### src/rtl/bcd_divider_if.sv
// rtl/bcd_divider_if.sv - request/result bundle between a BCD divider client and the divider
interface bcd_divider_if;
    logic       start;
    logic [7:0] dividend;
    logic [3:0] divisor;
    logic       busy;
    logic       done;
    logic [7:0] quotient;
    logic [3:0] remainder;
    logic       error;

    modport master (
        output start, dividend, divisor,
        input  busy, done, quotient, remainder, error
    );

    modport slave (
        input  start, dividend, divisor,
        output busy, done, quotient, remainder, error
    );
endinterface

### src/rtl/bcd_divider.sv
// rtl/bcd_divider.sv - sequential 2-digit / 1-digit packed-BCD divider by repeated subtraction
// Optional macro BCD_DIV_FAST_EN: subtract 10*divisor per edge for the tens digit first.
module bcd_divider (
    input  logic         clk,
    input  logic         rst_n,
    bcd_divider_if.slave bus
);
    typedef enum logic [2:0] {
        S_IDLE,
        S_CHECK,
        S_SUB,
        S_SUBT,
        S_SUBU,
        S_DONE
    } state_t;

    state_t     state_q, state_d;
    logic [7:0] dvd_q, dvd_d;
    logic [3:0] dvs_q, dvs_d;
    logic [6:0] acc_q, acc_d;
    logic [7:0] qacc_q, qacc_d;
    logic [7:0] quot_q, quot_d;
    logic [3:0] rem_q, rem_d;
    logic       err_q, err_d;

    logic       bad_operands;
    logic [6:0] dvd_bin;
    logic [6:0] dvs_ext;
`ifdef BCD_DIV_FAST_EN
    logic [6:0] dvs_x10;
`endif

    function automatic logic [7:0] bcd_inc(input logic [7:0] v);
        if (v[3:0] == 4'd9) begin
            return {v[7:4] + 4'd1, 4'd0};
        end
        return {v[7:4], v[3:0] + 4'd1};
    endfunction

    always_comb begin
        bad_operands = (dvd_q[7:4] > 4'd9) || (dvd_q[3:0] > 4'd9) ||
                       (dvs_q > 4'd9) || (dvs_q == 4'd0);
        dvs_ext      = {3'b000, dvs_q};
        // tens*10 as shifts keeps the conversion a pair of adders
        dvd_bin      = ({3'b000, dvd_q[7:4]} << 3) + ({3'b000, dvd_q[7:4]} << 1) +
                       {3'b000, dvd_q[3:0]};
`ifdef BCD_DIV_FAST_EN
        dvs_x10      = (dvs_ext << 3) + (dvs_ext << 1);
`endif
    end

    always_comb begin
        state_d = state_q;
        dvd_d   = dvd_q;
        dvs_d   = dvs_q;
        acc_d   = acc_q;
        qacc_d  = qacc_q;
        quot_d  = quot_q;
        rem_d   = rem_q;
        err_d   = err_q;

        case (state_q)
            S_IDLE: begin
                if (bus.start) begin
                    dvd_d   = bus.dividend;
                    dvs_d   = bus.divisor;
                    qacc_d  = 8'h00;
                    state_d = S_CHECK;
                end
            end
            S_CHECK: begin
                if (bad_operands) begin
                    err_d   = 1'b1;
                    quot_d  = 8'h00;
                    rem_d   = 4'h0;
                    state_d = S_DONE;
                end else begin
                    acc_d   = dvd_bin;
`ifdef BCD_DIV_FAST_EN
                    state_d = S_SUBT;
`else
                    state_d = S_SUB;
`endif
                end
            end
`ifdef BCD_DIV_FAST_EN
            S_SUBT: begin
                if (acc_q >= dvs_x10) begin
                    acc_d       = acc_q - dvs_x10;
                    qacc_d[7:4] = qacc_q[7:4] + 4'd1;
                end else begin
                    state_d = S_SUBU;
                end
            end
`endif
            // in SUBU the units digit cannot pass 9, so the BCD carry never fires
            S_SUB, S_SUBU: begin
                if (acc_q >= dvs_ext) begin
                    acc_d  = acc_q - dvs_ext;
                    qacc_d = bcd_inc(qacc_q);
                end else begin
                    quot_d  = qacc_q;
                    rem_d   = acc_q[3:0];
                    err_d   = 1'b0;
                    state_d = S_DONE;
                end
            end
            S_DONE: begin
                state_d = S_IDLE;
            end
            default: begin
                state_d = S_IDLE;
            end
        endcase
    end

    always_ff @(posedge clk or negedge rst_n) begin
        if (!rst_n) begin
            state_q <= S_IDLE;
            dvd_q   <= 8'h00;
            dvs_q   <= 4'h0;
            acc_q   <= 7'd0;
            qacc_q  <= 8'h00;
            quot_q  <= 8'h00;
            rem_q   <= 4'h0;
            err_q   <= 1'b0;
        end else begin
            state_q <= state_d;
            dvd_q   <= dvd_d;
            dvs_q   <= dvs_d;
            acc_q   <= acc_d;
            qacc_q  <= qacc_d;
            quot_q  <= quot_d;
            rem_q   <= rem_d;
            err_q   <= err_d;
        end
    end

    assign bus.busy      = (state_q != S_IDLE) && (state_q != S_DONE);
    assign bus.done      = (state_q == S_DONE);
    assign bus.quotient  = quot_q;
    assign bus.remainder = rem_q;
    assign bus.error     = err_q;
endmodule

### src/flat_wrapper.sv
// flat-port wrapper written by rule: the top's interface ports become plain ports
module bcd_divider_flat 
  (clk, rst_n, bus_start, bus_dividend, bus_divisor, bus_busy, bus_done, bus_quotient, bus_remainder, bus_error);
  bcd_divider_if bus_i ();
  input  logic clk;
  input  logic rst_n;
  input wire logic [$bits(bus_i.start)-1:0] bus_start;
  input wire logic [$bits(bus_i.dividend)-1:0] bus_dividend;
  input wire logic [$bits(bus_i.divisor)-1:0] bus_divisor;
  output wire logic [$bits(bus_i.busy)-1:0] bus_busy;
  output wire logic [$bits(bus_i.done)-1:0] bus_done;
  output wire logic [$bits(bus_i.quotient)-1:0] bus_quotient;
  output wire logic [$bits(bus_i.remainder)-1:0] bus_remainder;
  output wire logic [$bits(bus_i.error)-1:0] bus_error;
  assign bus_i.start = bus_start;
  assign bus_i.dividend = bus_dividend;
  assign bus_i.divisor = bus_divisor;
  assign bus_busy = bus_i.busy;
  assign bus_done = bus_i.done;
  assign bus_quotient = bus_i.quotient;
  assign bus_remainder = bus_i.remainder;
  assign bus_error = bus_i.error;
  bcd_divider u_core (.clk(clk), .rst_n(rst_n), .bus(bus_i));
endmodule
### config.mk
export PLATFORM = sky130hd
export DESIGN_NAME = bcd_divider_flat
export DESIGN_NICKNAME = d
export VERILOG_FILES = /design/src/rtl/bcd_divider_if.sv /design/src/rtl/bcd_divider.sv /design/src/flat_wrapper.sv
export SDC_FILE = /design/constraint.sdc
export NUM_CORES = 1
export LEC_CHECK = 0
export CORE_ASPECT_RATIO = 1.75
export CORE_MARGIN = 10
export CORE_UTILIZATION = 55
export CTS_CLUSTER_DIAMETER = 100
export DETAILED_ROUTE_END_ITERATION = 8
export GPL_ROUTABILITY_DRIVEN = 1
export PLACE_DENSITY = 0.79
export RECOVER_POWER = 25
export SYNTH_ARGS = -nofsm -noshare
export SYNTH_HDL_FRONTEND = slang
export SYNTH_SLANG_ARGS = --single-unit
### constraint.sdc
create_clock -name clk -period 2.4 [get_ports clk]
set_input_delay 0.24 -clock clk [delete_from_list [all_inputs] [get_ports clk]]
set_output_delay 0.24 -clock clk [all_outputs]
set_load 0.02 [all_outputs]
==> results.md, run 1 <==
- Status: finished, final reports clean
- Clock latency on the worst-skew pair: 0.30 ns
- Global-route wire length before repair: roughly 9000 um
- ANT nets after route: 0
- Clock root buffer: clkbuf_8
- Max-slew violation count: 0
- Num rows: 32
- Slew @ Worst Pin: 1.05 ns
- Most frequent cells in the layout: dfrtp_1, clkdlybuf4s50_1, o21ai_0, inv_1
- Post-Syn Area: 2470 um^2
- Syn_nets: 259
- Setup_tns: 0 ns
- Post-placement cell area: 2800 um^2
- Max-slew headroom: between 30% and 40%
- Crit path required time: roughly 2.6 ns
- DR pass1 iterations: 4
- Top cells by area, synth: dfrtp_1, ha_1, mux2_2
- Post-CTS repair timing setup buffer count: 0
- Post-layout util: 66.8%
- Post-Synthesis Cells: roughly 230
- Synthesis-to-layout area growth: 18.3%
- Crit-path cells: inv_1 > ha_1 > nor2b_1 > o31a_2 > o21a_1 > nor2_1 > a221oi_1
- Post-CTS sizing: 0
- Sequential share of power: roughly 29%
- Post-route cell area: 2920 um^2
- Die Wd: 70.6 um
- Part of the Yosys area used for sequential elements: 43.6%
- Hold Buf Count CTS: 0
- Port bufs: 29
- Clk sink count: 43
- Largest net degree at the start of global routing: between 40 and 50
- Area leader, netlist: dfrtp_1
- Synth warn: 0
- Clock Skew: about 0.0055 ns
- CP startpoint kind: register
- Residual DRC count: 0
- Post-synth EDFFs: 0
- DR iter-0 viols: 76
- Core area: 4360 um^2
- Worst Path Buf+Inv: 1
- Worst-path clk slew: 0.08 ns
- Met1 Usage GRT: 14.4%
- Gate power share: between 50 and 60%
- Max Root-Sink Buffers: 2
- # setup viols final: 0
- Worst Path Arrival: 2.35 ns
- Critical path peak fanout: 6
- Yosys reg bits: 43
- Yosys top cell area share: 43.6%
- Tot GR Track Use: between 10% and 20%
- Crit-path slowest cell: dfrtp_1
- Sw power: 0.00180 W
- Initial antenna violation count: 0
- Internal: approximately 0.0024 W
- Fin crit period: 2.17 ns
- Layout cell share with drive strength beyond 1: 15.2%
- Grt met2 use: about a quarter
- Vias: approximately 1,900
- Crit Path Category: register to register
- # fillers: 338
- Vias per cell: 5.95
- CP Capture Type: register
- CTS buffer count: 5
- Routed WL: 5270 um
- Switching power share of the total: 42.9%
- Fraction of registers with async set or reset after synthesis: 100%
- Grt met3 use: 3.85%
- Synth Area per Inst: 10.9 um^2
- Ports: 30
- CTS tree: built
- Placer Congestion: 0.878
- Vias in the first global route: roughly 2,000
- Busiest layer in global routing: met2
- Commonest non-fill, non-tap cell in the layout: dfrtp_1
- HP Class: input pin to asynchronous set/reset pin
- Critical Path Max Stage Delay: 0.42 ns
- Top FF cell, synth: dfrtp_1
- Fmax achieved: 460 MHz
- Unique masters post-synth: 55
- Final period utilization: 90.5%
- Antenna Cells: 0
- Nets: 295
- Final HPWL DP: 4020 um
- Overflow left after global routing: 0
- Total count of hold-check failures in the final report: 0
- Wire per inst: 16.7 um
- Clock power share: roughly 14%
- Die H: 109 um
- CP delay by family, top: compound AO/OA/AOI/OAI gates
- Cell Pwr Density: 1440 nW/um^2
- Starting Density: approximately 57%
- Max Cap Viol: 0
- VDD IR-drop max: 0.00101 V
- Max H-tree Level: 2
- RSZ-0062 raised after global routing: false
- Die area: around 7700 um^2
- Leakage: 1.30 nW
[power by group through the flow]
stage	clock, W	sequential (W)	combinational, W
6_report	0.000583	0.00120	0.00242
5_1_grt	0.000627	0.00124	0.00267
4_1_cts	0.000596	0.00120	0.00242
3_5_place_dp	0	0.00121	0.00240
3_3_place_gp	0	0.00120	0.00235
2_1_floorplan	0	0.00117	0.00181
[final timing paths]
| check | from | end | slack [ns] | cells past startpoint |
|---|---|---|---|---|
| setup / recovery | u_core.dvs_q[1] | u_core.acc_q[0] | 0.23 | 7 |
| hold / removal | rst_n | u_core.state_q[0] | 0.12 | 1 |
| setup reg to reg | u_core.dvs_q[1] | u_core.acc_q[0] | 0.23 | 7 |
| hold reg to reg | u_core.acc_q[0] | u_core.bus.remainder[0] | 0.50 | 1 |
| max in group asynchronous | rst_n | u_core.bus.remainder[0] | 1.65 | 1 |
| min in group clk | bus_divisor[3] | u_core.dvs_q[3] | 0.50 | 3 |
[metal layers]
metal	part of all wire, %	up-vias	wire length (um)
met5	0	-	0
met4	3.1	0	161
met3	3.3	14	175
met2	55	34	2920
met1	38	921	2010
li1	-	906	-
[metrics by stage]
| stage | total power (W) | worst slack (ns) | hold slack [ns] | cells |
|---|---|---|---|---|
| finish | 0.00421 | 0.227 | 0.115 | 315 |
| global route | 0.00454 | 0.0866 | 0.199 | 315 |
| CTS | 0.00422 | 0.264 | 0.112 | 315 |
| detailed placement | 0.00362 | 0.276 | 0.436 | 307 |
| global placement | 0.00354 | 0.320 | 0.438 | 307 |
| floorplan | 0.00297 | 0.395 | -0.0556 | 227 |
[sequential cells by signal, summed over array words and instances, names as in the netlist]
register / count
u_core.acc_q: 7
u_core.bus.error: 1
u_core.bus.quotient: 8
u_core.bus.remainder: 4
u_core.dvd_q: 8
u_core.dvs_q: 4
u_core.qacc_q: 8
u_core.state_q: 3
[cells by family (layout without fill, tap and decap cells)]
kind of cell	Yosys count	in the layout	synth area share [%]
xor+xnor	4	4	1.42
simple gates	59	59	15.2
fa+ha+maj	17	17	9.54
flops	43	43	43.6
mux	10	10	4.52
buf+inv	24	61	5.53
compound gates	70	70	20.1
[final cells by class]
class	count	area, um^2	share of cell area [%]
clock inverter	2	35.0	1.20
sequential	43	1080	36.9
tap	51	63.8	2.19
timing repair buffer	37	345	11.8
clock buffer	6	82.6	2.83
multi-input combinational	160	1250	43.0
inverter	16	60.1	2.06
[cell usage after synthesis (all sizes together) (2+ instances only)]
cell type   n
a21oi       6
xor2        2
clkbuf      5
or3         2
nor2b       5
ha         14
o31ai       6
a221oi      2
nand3       6
buf         3
dfrtp      43
xnor2       2
inv        16
o21ai      21
o22ai       2
o41ai       2
nand2b      2
a31oi       2
nand4       3
fa          3
nand2      15
a22o       12
mux2        9
o21a        6
nor2       10
nand3b      2
a21o        4
nor3        7
Note: power is estimated with default switching activity, not from simulation.
==> inputs of run 2 (changes only) <==
--- a/config.mk
+++ b/config.mk
@@ -5,13 +5,14 @@
 export SDC_FILE = /design/constraint.sdc
 export NUM_CORES = 1
 export LEC_CHECK = 0
+export CAP_MARGIN = 0
 export CORE_ASPECT_RATIO = 1.75
-export CORE_MARGIN = 10
+export CORE_MARGIN = 5
 export CORE_UTILIZATION = 55
 export CTS_CLUSTER_DIAMETER = 100
 export DETAILED_ROUTE_END_ITERATION = 8
 export GPL_ROUTABILITY_DRIVEN = 1
-export PLACE_DENSITY = 0.79
+export PLACE_DENSITY_LB_ADDON = 0.3
 export RECOVER_POWER = 25
 export SYNTH_ARGS = -nofsm -noshare
 export SYNTH_HDL_FRONTEND = slang
==> results.md, run 2 (synthesis results as in run 1) <==
- Die H: 98.6 um (-9.2%)
- Max Root-Sink Buffers: 2 (unchanged)
- Max Cap Viol: 0 (unchanged)
- Layout cell share with drive strength beyond 1: 15.2% (unchanged)
- Worst-path clk slew: 0.08 ns (about the same)
- Setup_tns: 0 ns (unchanged)
- Synthesis-to-layout area growth: 16.9%
- Ports: 30 (unchanged)
- DR iter-0 viols: 68 (-11%)
- Final period utilization: 89.9% (-0.63 points)
- Post-CTS repair timing setup buffer count: 0 (unchanged)
- WL met3: 183 um (+4.6%)
- Leakage: 1.29 nW (-1.0%)
- Placer Congestion: 0.820 (-6.6%)
- ANT nets after route: 0 (unchanged)
- Clock latency on the worst-skew pair: 0.30 ns (about the same)
- Largest net degree at the start of global routing: 44 (unchanged)
- Vias in the first global route: 1,900 (-3.4%)
- Register-to-register setup slack: 0.24 ns (+0.02 ns)
- Final cell count without fillers: 315 (unchanged)
- # fillers: 362 (+7.1%)
- Top layer used by detailed routing: met4
- Overflow left after global routing: 0 (unchanged)
- Critical Path Sink: u_core.acc_q[5]
- Num rows: 32 (unchanged)
- Dpl cells: 307 (unchanged)
- Most frequent cells in the layout: dfrtp_1, clkdlybuf4s50_1, o21ai_0, inv_1
- Die Wd: 60.6 um (-14%)
- Crit Path Category: register to register
- Post-layout util: 66.1% (-0.77 points)
- Setup crit start: u_core.dvd_q[3]
- Nets: 295 (unchanged)
- Slew @ Worst Pin: 1.08 ns (+0.0329 ns)
- Worst Path Arrival: 2.39 ns (+0.04 ns)
- Routed WL: 5170 um (-1.9%)
- Core area: 4360 um^2 (unchanged)
- Clock root buffer: clkbuf_8
- Critical path peak fanout: 2 (-4)
- CTS tree: built
- Tot GR Track Use: 19.0% (+4.6 points)
- Clk sink count: 43 (unchanged)
- Global-route wire length before repair: 8630 um (-4.0%)
- Fmax achieved: 463 MHz (+0.70%)
- VDD IR-drop max: 0.00108 V (+6.9%)
- Met2 WL: 2870 um (-1.5%)
- # setup viols final: 0 (unchanged)
- Antenna Cells: 0 (unchanged)
- Crit path required time: 2.63 ns (+0.05 ns)
- Die area: 5980 um^2 (-22%)
- Fin crit period: 2.16 ns (-0.0152 ns)
- Residual DRC count: 0 (unchanged)
- Starting Density: 56.5% (unchanged)
- Vias per cell: 6.02 (+1.1%)
- Commonest non-fill, non-tap cell in the layout: dfrtp_1
- Initial antenna violation count: 0 (unchanged)
- Status: finished, final reports clean
- Total count of hold-check failures in the final report: 0 (unchanged)
- M1 WL: 1880 um (-6.9%)
- Wire per inst: 16.4 um (-1.9%)
- Port bufs: 29 (unchanged)
- DR pass1 iterations: 4 (unchanged)
- RSZ-0062 raised after global routing: false
- Max-slew violation count: 0 (unchanged)
- Total power: 0.00406 W (-3.5%)
- RR Startpoint: u_core.dvd_q[3]
- Final HPWL DP: 3900 um (-3.0%)
- Clock Skew: 0.0109 ns (+0.00542 ns)
- Max-slew headroom: 27.9% (-2.2 points)
- Hold Buf Count CTS: 0 (unchanged)
- R2r worst-path depth: 9 (+2)
- CP startpoint kind: register
- Max H-tree Level: 2 (unchanged)
- HP Class: input pin to asynchronous set/reset pin
- Post-CTS sizing: 0 (unchanged)
- CP Capture Type: register
- Cell Pwr Density: 1410 nW/um^2 (-2.3%)
- Vias: 1,895 (+1.1%)
- Reg2reg end: u_core.acc_q[5]
- CTS buffer count: 5 (unchanged)
-- run 2: changes by cell type in the layout (fill, tap and decap cells not counted) --
cell       delta
bufinv_16     -1
clkbuf_8      -1
clkinv_2      +2
-- run 2: where the power goes --
group          total (W)  switching, W  internal (W)
Clock           0.000456      0.000256      0.000200
Sequential       0.00120      0.000234      0.000967
Combinational    0.00241       0.00131       0.00110
Total            0.00406       0.00180       0.00227
-- run 2: per-layer routing --
| layer | track usage (%) | vias up |
|---|---|---|
| met5 | 0 | - |
| met4 | 10.5 | 0 |
| met3 | 3.15 | 19 |
| met2 | 33.3 | 44 |
| met1 | 20.4 | 932 |
| li1 | - | 900 |
-- run 2: stage by stage --
stage | instance area, um^2 | hold slack [ns] | setup WS [ns]
after floorplan | 2470 | -0.0556 | 0.395
after global placement | 2800 | 0.433 | 0.333
after detailed placement | 2800 | 0.450 | 0.260
after CTS | 2880 | 0.117 | 0.242
after global routing | 2880 | 0.221 | 0.112
final | 2880 | 0.129 | 0.242
-- run 2: worst min path at each step --
stage,from,end,slack [ns],depth (start not counted)
6_report,rst_n,u_core.dvd_q[7],0.13,1
5_1_grt,rst_n,u_core.state_q[0],0.22,1
4_1_cts,rst_n,u_core.bus.error,0.12,1
3_5_place_dp,rst_n,u_core.bus.error,0.45,1
3_3_place_gp,rst_n,u_core.state_q[0],0.43,1
2_1_floorplan,rst_n,u_core.acc_q[0],-0.06,0
-- run 2: cell type report --
type / instances / area, um^2 / area share [%]
clock buffers: 5 / 68.8 / 2.39
clock inverters: 3 / 15.0 / 0.521
inverters: 16 / 60.1 / 2.08
multi-input cells: 160 / 1250 / 43.5
flip-flops and latches: 43 / 1080 / 37.3
well taps: 51 / 63.8 / 2.21
repair buffers: 37 / 345 / 12.0
-- run 2: worst max-delay path, cell delays in order (launching register included) --
cell and delay (ns):
dfrtp_1 0.35, inv_1 0.07, fa_1 0.59, inv_1 0.06, ha_1 0.30, a21o_1 0.17, a21oi_1 0.17, xnor2_1 0.15
a21oi_1 0.09, a2bb2oi_1 0.14
==> inputs of run 3 (changes only) <==
--- a/config.mk
+++ b/config.mk
@@ -5,7 +5,6 @@
 export SDC_FILE = /design/constraint.sdc
 export NUM_CORES = 1
 export LEC_CHECK = 0
-export CAP_MARGIN = 0
 export CORE_ASPECT_RATIO = 1.75
 export CORE_MARGIN = 5
 export CORE_UTILIZATION = 55
@@ -14,6 +13,7 @@
 export GPL_ROUTABILITY_DRIVEN = 1
 export PLACE_DENSITY_LB_ADDON = 0.3
 export RECOVER_POWER = 25
+export SKIP_CTS_REPAIR_TIMING = 1
 export SYNTH_ARGS = -nofsm -noshare
 export SYNTH_HDL_FRONTEND = slang
 export SYNTH_SLANG_ARGS = --single-unit
==> results of run 3 <==
No change in the layout: final DEF, timing and power equal those of run 2.
==> RTL change 1, RTL diff (flow settings as in run 1) <==
Encoding of `state_t`: now one-hot (6 bits for 6 states).
--- a/src/rtl/bcd_divider.sv
+++ b/src/rtl/bcd_divider.sv
@@ -5,13 +5,13 @@
     input  logic         rst_n,
     bcd_divider_if.slave bus
 );
-    typedef enum logic [2:0] {
-        S_IDLE,
-        S_CHECK,
-        S_SUB,
-        S_SUBT,
-        S_SUBU,
-        S_DONE
+    typedef enum logic [5:0] {
+        S_IDLE  = 6'b000001,
+        S_CHECK = 6'b000010,
+        S_SUB   = 6'b000100,
+        S_SUBT  = 6'b001000,
+        S_SUBU  = 6'b010000,
+        S_DONE  = 6'b100000
     } state_t;
 
     state_t     state_q, state_d;
Function: no difference found for any inputs over 4 cycles, from zero or initial values and one cycle with rst_n low; so few cycles prove little.
==> RTL change 1 against run 1 <==
  * Design area did not move
  * Sequential power is 3% lower
  * Setup slack got worse by 120 ps
  * Sequential cell count grew 1
  * Critical path depth rose by 2
  * Synthesized area is 0.30% lower
  * Combinational power decreased by 30%
  * Global-route usage increased by 0.88 points
  * Count of clock-buffer cells in the layout rose by 1
  * Wire length rose by 2.7%
  * Total power decreased by 21%
  * Critical path type unchanged
  * Largest cell class unchanged
==> RTL change 1: results (changes against run 1) <==
* Run status: finished, final reports clean
* Reg-to-Reg Start: u_core.dvd_q[6]$_DFFE_PN0P_
* R2r endpoint: u_core.acc_q[5]$_DFFE_PN0P_
* Dpl cell area at 2800 um^2 (about the same)
* FILL cells at 374 (+11%)
* Vias in the first global route at 2,172 (+10%)
* Worst slew margin at 0.339 (+0.0375)
* IR Drop Worst-Case VDD at 0.000822 V (-19%)
* End point of the critical path: u_core.acc_q[5]$_DFFE_PN0P_
* Detailed Place HPWL at 4.05 mm (+0.84%)
* Hold Vio Cnt, Final at 0 (unchanged)
* Detailed Route WL at 5.41 mm (+2.7%)
* First-pass GRT wire length at 9.62 mm (+7.0%)
* Largest net degree at the start of global routing at 45 (+2.3%)
* Synth top area cells: dfrtp_1, nand2_1, ha_1, o21ai_0, inv_1
* Netlist cell types at 52 (-5.5%)
* Clock root buffer: clkbuf_8
* Max Clock Skew at 6.08 ps (+0.561 ps)
* R2r setup slk at 100 ps (-120 ps)
* Max Root-Sink Buffers at 2 (unchanged)
* Final Max Tran Viols at 0 (unchanged)
* Leakage at 0.00138 uW (+5.7%)
* Reg2reg path depth at 9 (+2)
* Layout cells sized above 1 at 0.114 (-0.0370)
* Nets at 328 (+11%)
* Via density at 5.69 (-4.5%)
* Post-synth net total at 292 (+13%)
* Register area share after synthesis at 0.448 (+0.0120)
* Initial antenna violation count at 0 (unchanged)
* GP Congestion at 0.814 (-7.2%)
* Worst-path clk slew at 80 ps (about the same)
* Port Buffers at 29 (unchanged)
* Residual DRC at 0 (unchanged)
* 1st-iter DRT viols at 110 (+45%)
* Number of diodes at 0 (unchanged)
* Async SR Flop Fraction at 1.00 (unchanged)
* CP startpoint kind: flop
* Clk_lat worst skew at 300 ps (about the same)
* Worst EP arrival at 2480 ps (+130 ps)
* Setup Fix Bufs, Post-CTS at 0 (unchanged)
* CTS Hold Bufs at 0 (unchanged)
* YS warnings at 0 (unchanged)
* Post_cts resized at 1 (+1)
* CP max FO at 3 (-3)
* Worst hold path class: input pin to asynchronous set/reset pin
* Global-route usage over all layers at 0.152 (+0.00881)
* Synth cell count leaders: nand2_1, dfrtp_1, o21ai_0
* H-tree levels at 2 (unchanged)
* DR pass1 iterations at 4 (unchanged)
* Flip-flop and latch area at 1100 um^2 (+2.4%)
## RTL change 1: cell count changes in the layout (fill, tap and decap cells not counted), moves of 3 or more
cell | run 1 | this run
nor2b_1 | 5 | 1
a22o_1 | 10 | 0
o21ai_0 | 20 | 28
nand3_1 | 5 | 10
mux2_2 | 9 | 2
xor2_1 | 2 | 5
nand2_1 | 14 | 55
o31ai_1 | 5 | 0
o21a_1 | 6 | 1
inv_1 | 16 | 21
a21oi_1 | 6 | 3
## RTL change 1: worst min-delay path by stage
| stage | cells past startpoint | from | slack, ps | endpoint |
|---|---|---|---|---|
| finish | 1 | rst_n | 100 | u_core.dvd_q[0]$_DFFE_PN0P_ |
| floorplan | 0 | rst_n | -60 | u_core.acc_q[0]$_DFFE_PN0P_ |
| CTS | 1 | rst_n | 130 | u_core.dvd_q[0]$_DFFE_PN0P_ |
| global route | 1 | rst_n | 160 | u_core.dvd_q[0]$_DFFE_PN0P_ |
| global placement | 1 | rst_n | 450 | u_core.dvd_q[0]$_DFFE_PN0P_ |
| detailed placement | 1 | rst_n | 450 | u_core.dvd_q[0]$_DFFE_PN0P_ |
## RTL change 1: critical path: stages, from the launching register on
cell,delay [ps]
dfrtp_1,370
inv_1,80
fa_1,560
inv_1,50
ha_1,280
a21o_1,190
a21oi_2,140
xor2_1,150
nor2_1,60
o32a_1,310
## RTL change 1: layout make-up
cell class | instances | share of cell area
clock inverter | 1 | 0.00172
timing repair buffer | 39 | 0.124
clock buffer | 7 | 0.0262
inverter | 21 | 0.0270
multi-input combinational | 185 | 0.421
tap | 51 | 0.0219
sequential | 44 | 0.378
## RTL change 1: cells by family (layout without fill, tap and decap cells)
kind of cell,after synthesis,count (layout),synth area share
AND/OR/NAND/NOR,104,104,0.215
flip-flops,44,44,0.448
multiplexers,3,3,0.0132
AO/OA/AOI/OAI,54,54,0.141
adder cells (fa/ha/maj),17,17,0.0957
XOR/XNOR,7,7,0.0249
buffers and inverters,31,68,0.0616
## RTL change 1: power breakdown
group / total, uW / leakage (uW) / internal, uW / switching, uW
clock: 445 / 0.0000422 / 204 / 241
sequential: 1160 / 0.000571 / 961 / 204
combinational: 1690 / 0.000766 / 745 / 948
## RTL change 1: routing by layer
layer  GRT usage  vias to the layer above  share of wire
li1            -                      970              -
met1       0.145                      941           0.36
met2       0.287                       51           0.55
met3      0.0413                       17          0.053
met4      0.0792                        0          0.030
met5           0                        -              0
## RTL change 1: per-stage QoR
stage / setup TNS [ps] / cells / setup slack (ps)
6_report: 0 / 348 / 104
5_1_grt: -23.1 / 348 / -23.1
4_1_cts: 0 / 346 / 44.7
3_5_place_dp: 0 / 338 / 20.9
3_3_place_gp: 0 / 338 / 125
2_1_floorplan: 0 / 260 / 131
==> RTL change 2, RTL diff (flow settings as in run 1) <==
Without the edit above. Build with the macro `BCD_DIV_FAST_EN` defined.
--- a/src/rtl/bcd_divider.sv
+++ b/src/rtl/bcd_divider.sv
@@ -1,5 +1,7 @@
 // rtl/bcd_divider.sv - sequential 2-digit / 1-digit packed-BCD divider by repeated subtraction
 // Optional macro BCD_DIV_FAST_EN: subtract 10*divisor per edge for the tens digit first.
+`define BCD_DIV_FAST_EN
+
 module bcd_divider (
     input  logic         clk,
     input  logic         rst_n,
Formal check against the unedited RTL: not equivalent (a bounded check fails within 4 cycles, from zero or initial values and one cycle with rst_n low).
==> RTL change 2 against run 1 <==
  * The run now ends with setup timing left
  * Sequential cell count stayed put
  * Wire length is 54% higher
  * Design area is 33% higher
  * Synthesized area is 14% higher
  * Setup slack worse by 640 ps
  * Critical endpoint is now u_core.qacc_q[4]$_DFFE_PN0P_
Power is not shown: default switching activity piles up to over one toggle a cycle in this logic, so the estimate is an artifact.
==> RTL change 2: results (changes against run 1) <==
* Reg2reg path depth at 10 (+3)
* Nets at 407 (+38%)
* Run status: complete, but fails checks
* Synth cell count leaders: dfrtp_1, nor2_1, ha_1
* Via density at 6.21 (+4.4%)
* Failing checks: setup timing
* Vias in the first global route at 2,674 (+36%)
* GP Congestion at 0.933 (+6.3%)
* Reg-to-Reg Start: u_core.dvs_q[2]$_DFFE_PN0P_
* Detailed Place HPWL at 5.95 mm (+48%)
* CP max FO at 5 (-1)
* Synth Area in XOR/XNOR at 0.0280 (+0.0138)
* Detailed Route WL at 8.14 mm (+54%)
* Register area share after synthesis at 0.382 (-0.0546)
* Mux contribution to synthesized area at 0.0639 (+0.0188)
* Worst path max stage delay at 400 ps (-20 ps)
* Synth Area in Adders at 0.133 (+0.0378)
* First-pass GRT wire length at 12.4 mm (+38%)
* Global-route usage over all layers at 0.188 (+0.0443)
* Dpl cell area at 3520 um^2 (+26%)
* Worst EP arrival at 3010 ps (+660 ps)
* Netlist cell types at 54 (-1.8%)
* Worst Tran Pin Value at 1090 ps (+37.7 ps)
* R2r endpoint: u_core.qacc_q[4]$_DFFE_PN0P_
* Endpoints failing setup at 28 (+28)
* Complex-gate fraction of the synthesized area at 0.210 (+0.00852)
* Async SR Flop Fraction at 1.00 (unchanged)
* Layout cells sized above 1 at 0.320 (+0.168)
* Post-synth net total at 322 (+24%)
* 1st-iter DRT viols at 133 (+75%)
* Synth top area cells: dfrtp_1, ha_1, mux2_2, a22o_1, fa_1
* Critical-path top delay cell: o32a_1
* Final setup margin at -412 ps (-639 ps)
* Delay-heaviest family, CP: adder cells
RTL change 2: cell types whose count changed after synthesis, sizes merged, moves of 3 or more:
cell,before,now
nor2,10,24
a21oi,6,19
ha,14,22
buf,3,9
mux2,9,13
o31ai,6,2
xnor2,2,6
a211oi,1,4
clkbuf,5,2
inv,16,13
nand3,6,3
o21a,6,3
RTL change 2: layout make-up:
cell class / count / area, um^2 / share of cell area
clock inverter: 3 / 25.0 / 0.00647
tap: 54 / 67.6 / 0.0175
clock buffer: 5 / 68.8 / 0.0178
multi-input combinational: 214 / 1820 / 0.470
sequential: 43 / 1080 / 0.278
timing repair buffer: 88 / 758 / 0.196
inverter: 13 / 52.6 / 0.0136
RTL change 2: metal layers:
| layer | routed length, um | part of all wire | GRT usage | up-vias |
|---|---|---|---|---|
| met5 | 0 | 0 | 0 | - |
| met4 | 568 | 0.070 | 0.144 | 0 |
| met3 | 396 | 0.049 | 0.0365 | 41 |
| met2 | 4430 | 0.54 | 0.343 | 100 |
| met1 | 2740 | 0.34 | 0.171 | 1261 |
| li1 | - | - | - | 1207 |
RTL change 2: repair_timing:
action,4_1_cts,5_1_grt
pin swaps,6,26
gates resized for setup,27,19
setup endpoints to repair,26,31
endpoints found under the hold margin,0,0
buffers inserted,7,3
cloned,0,1
RTL change 2: stage by stage:
stage | TNS [ps] | cells
after floorplan | -930 | 280
after global placement | -4970 | 403
after detailed placement | -6620 | 403
after CTS | -4100 | 418
after global routing | -8960 | 420
final | -5970 | 420
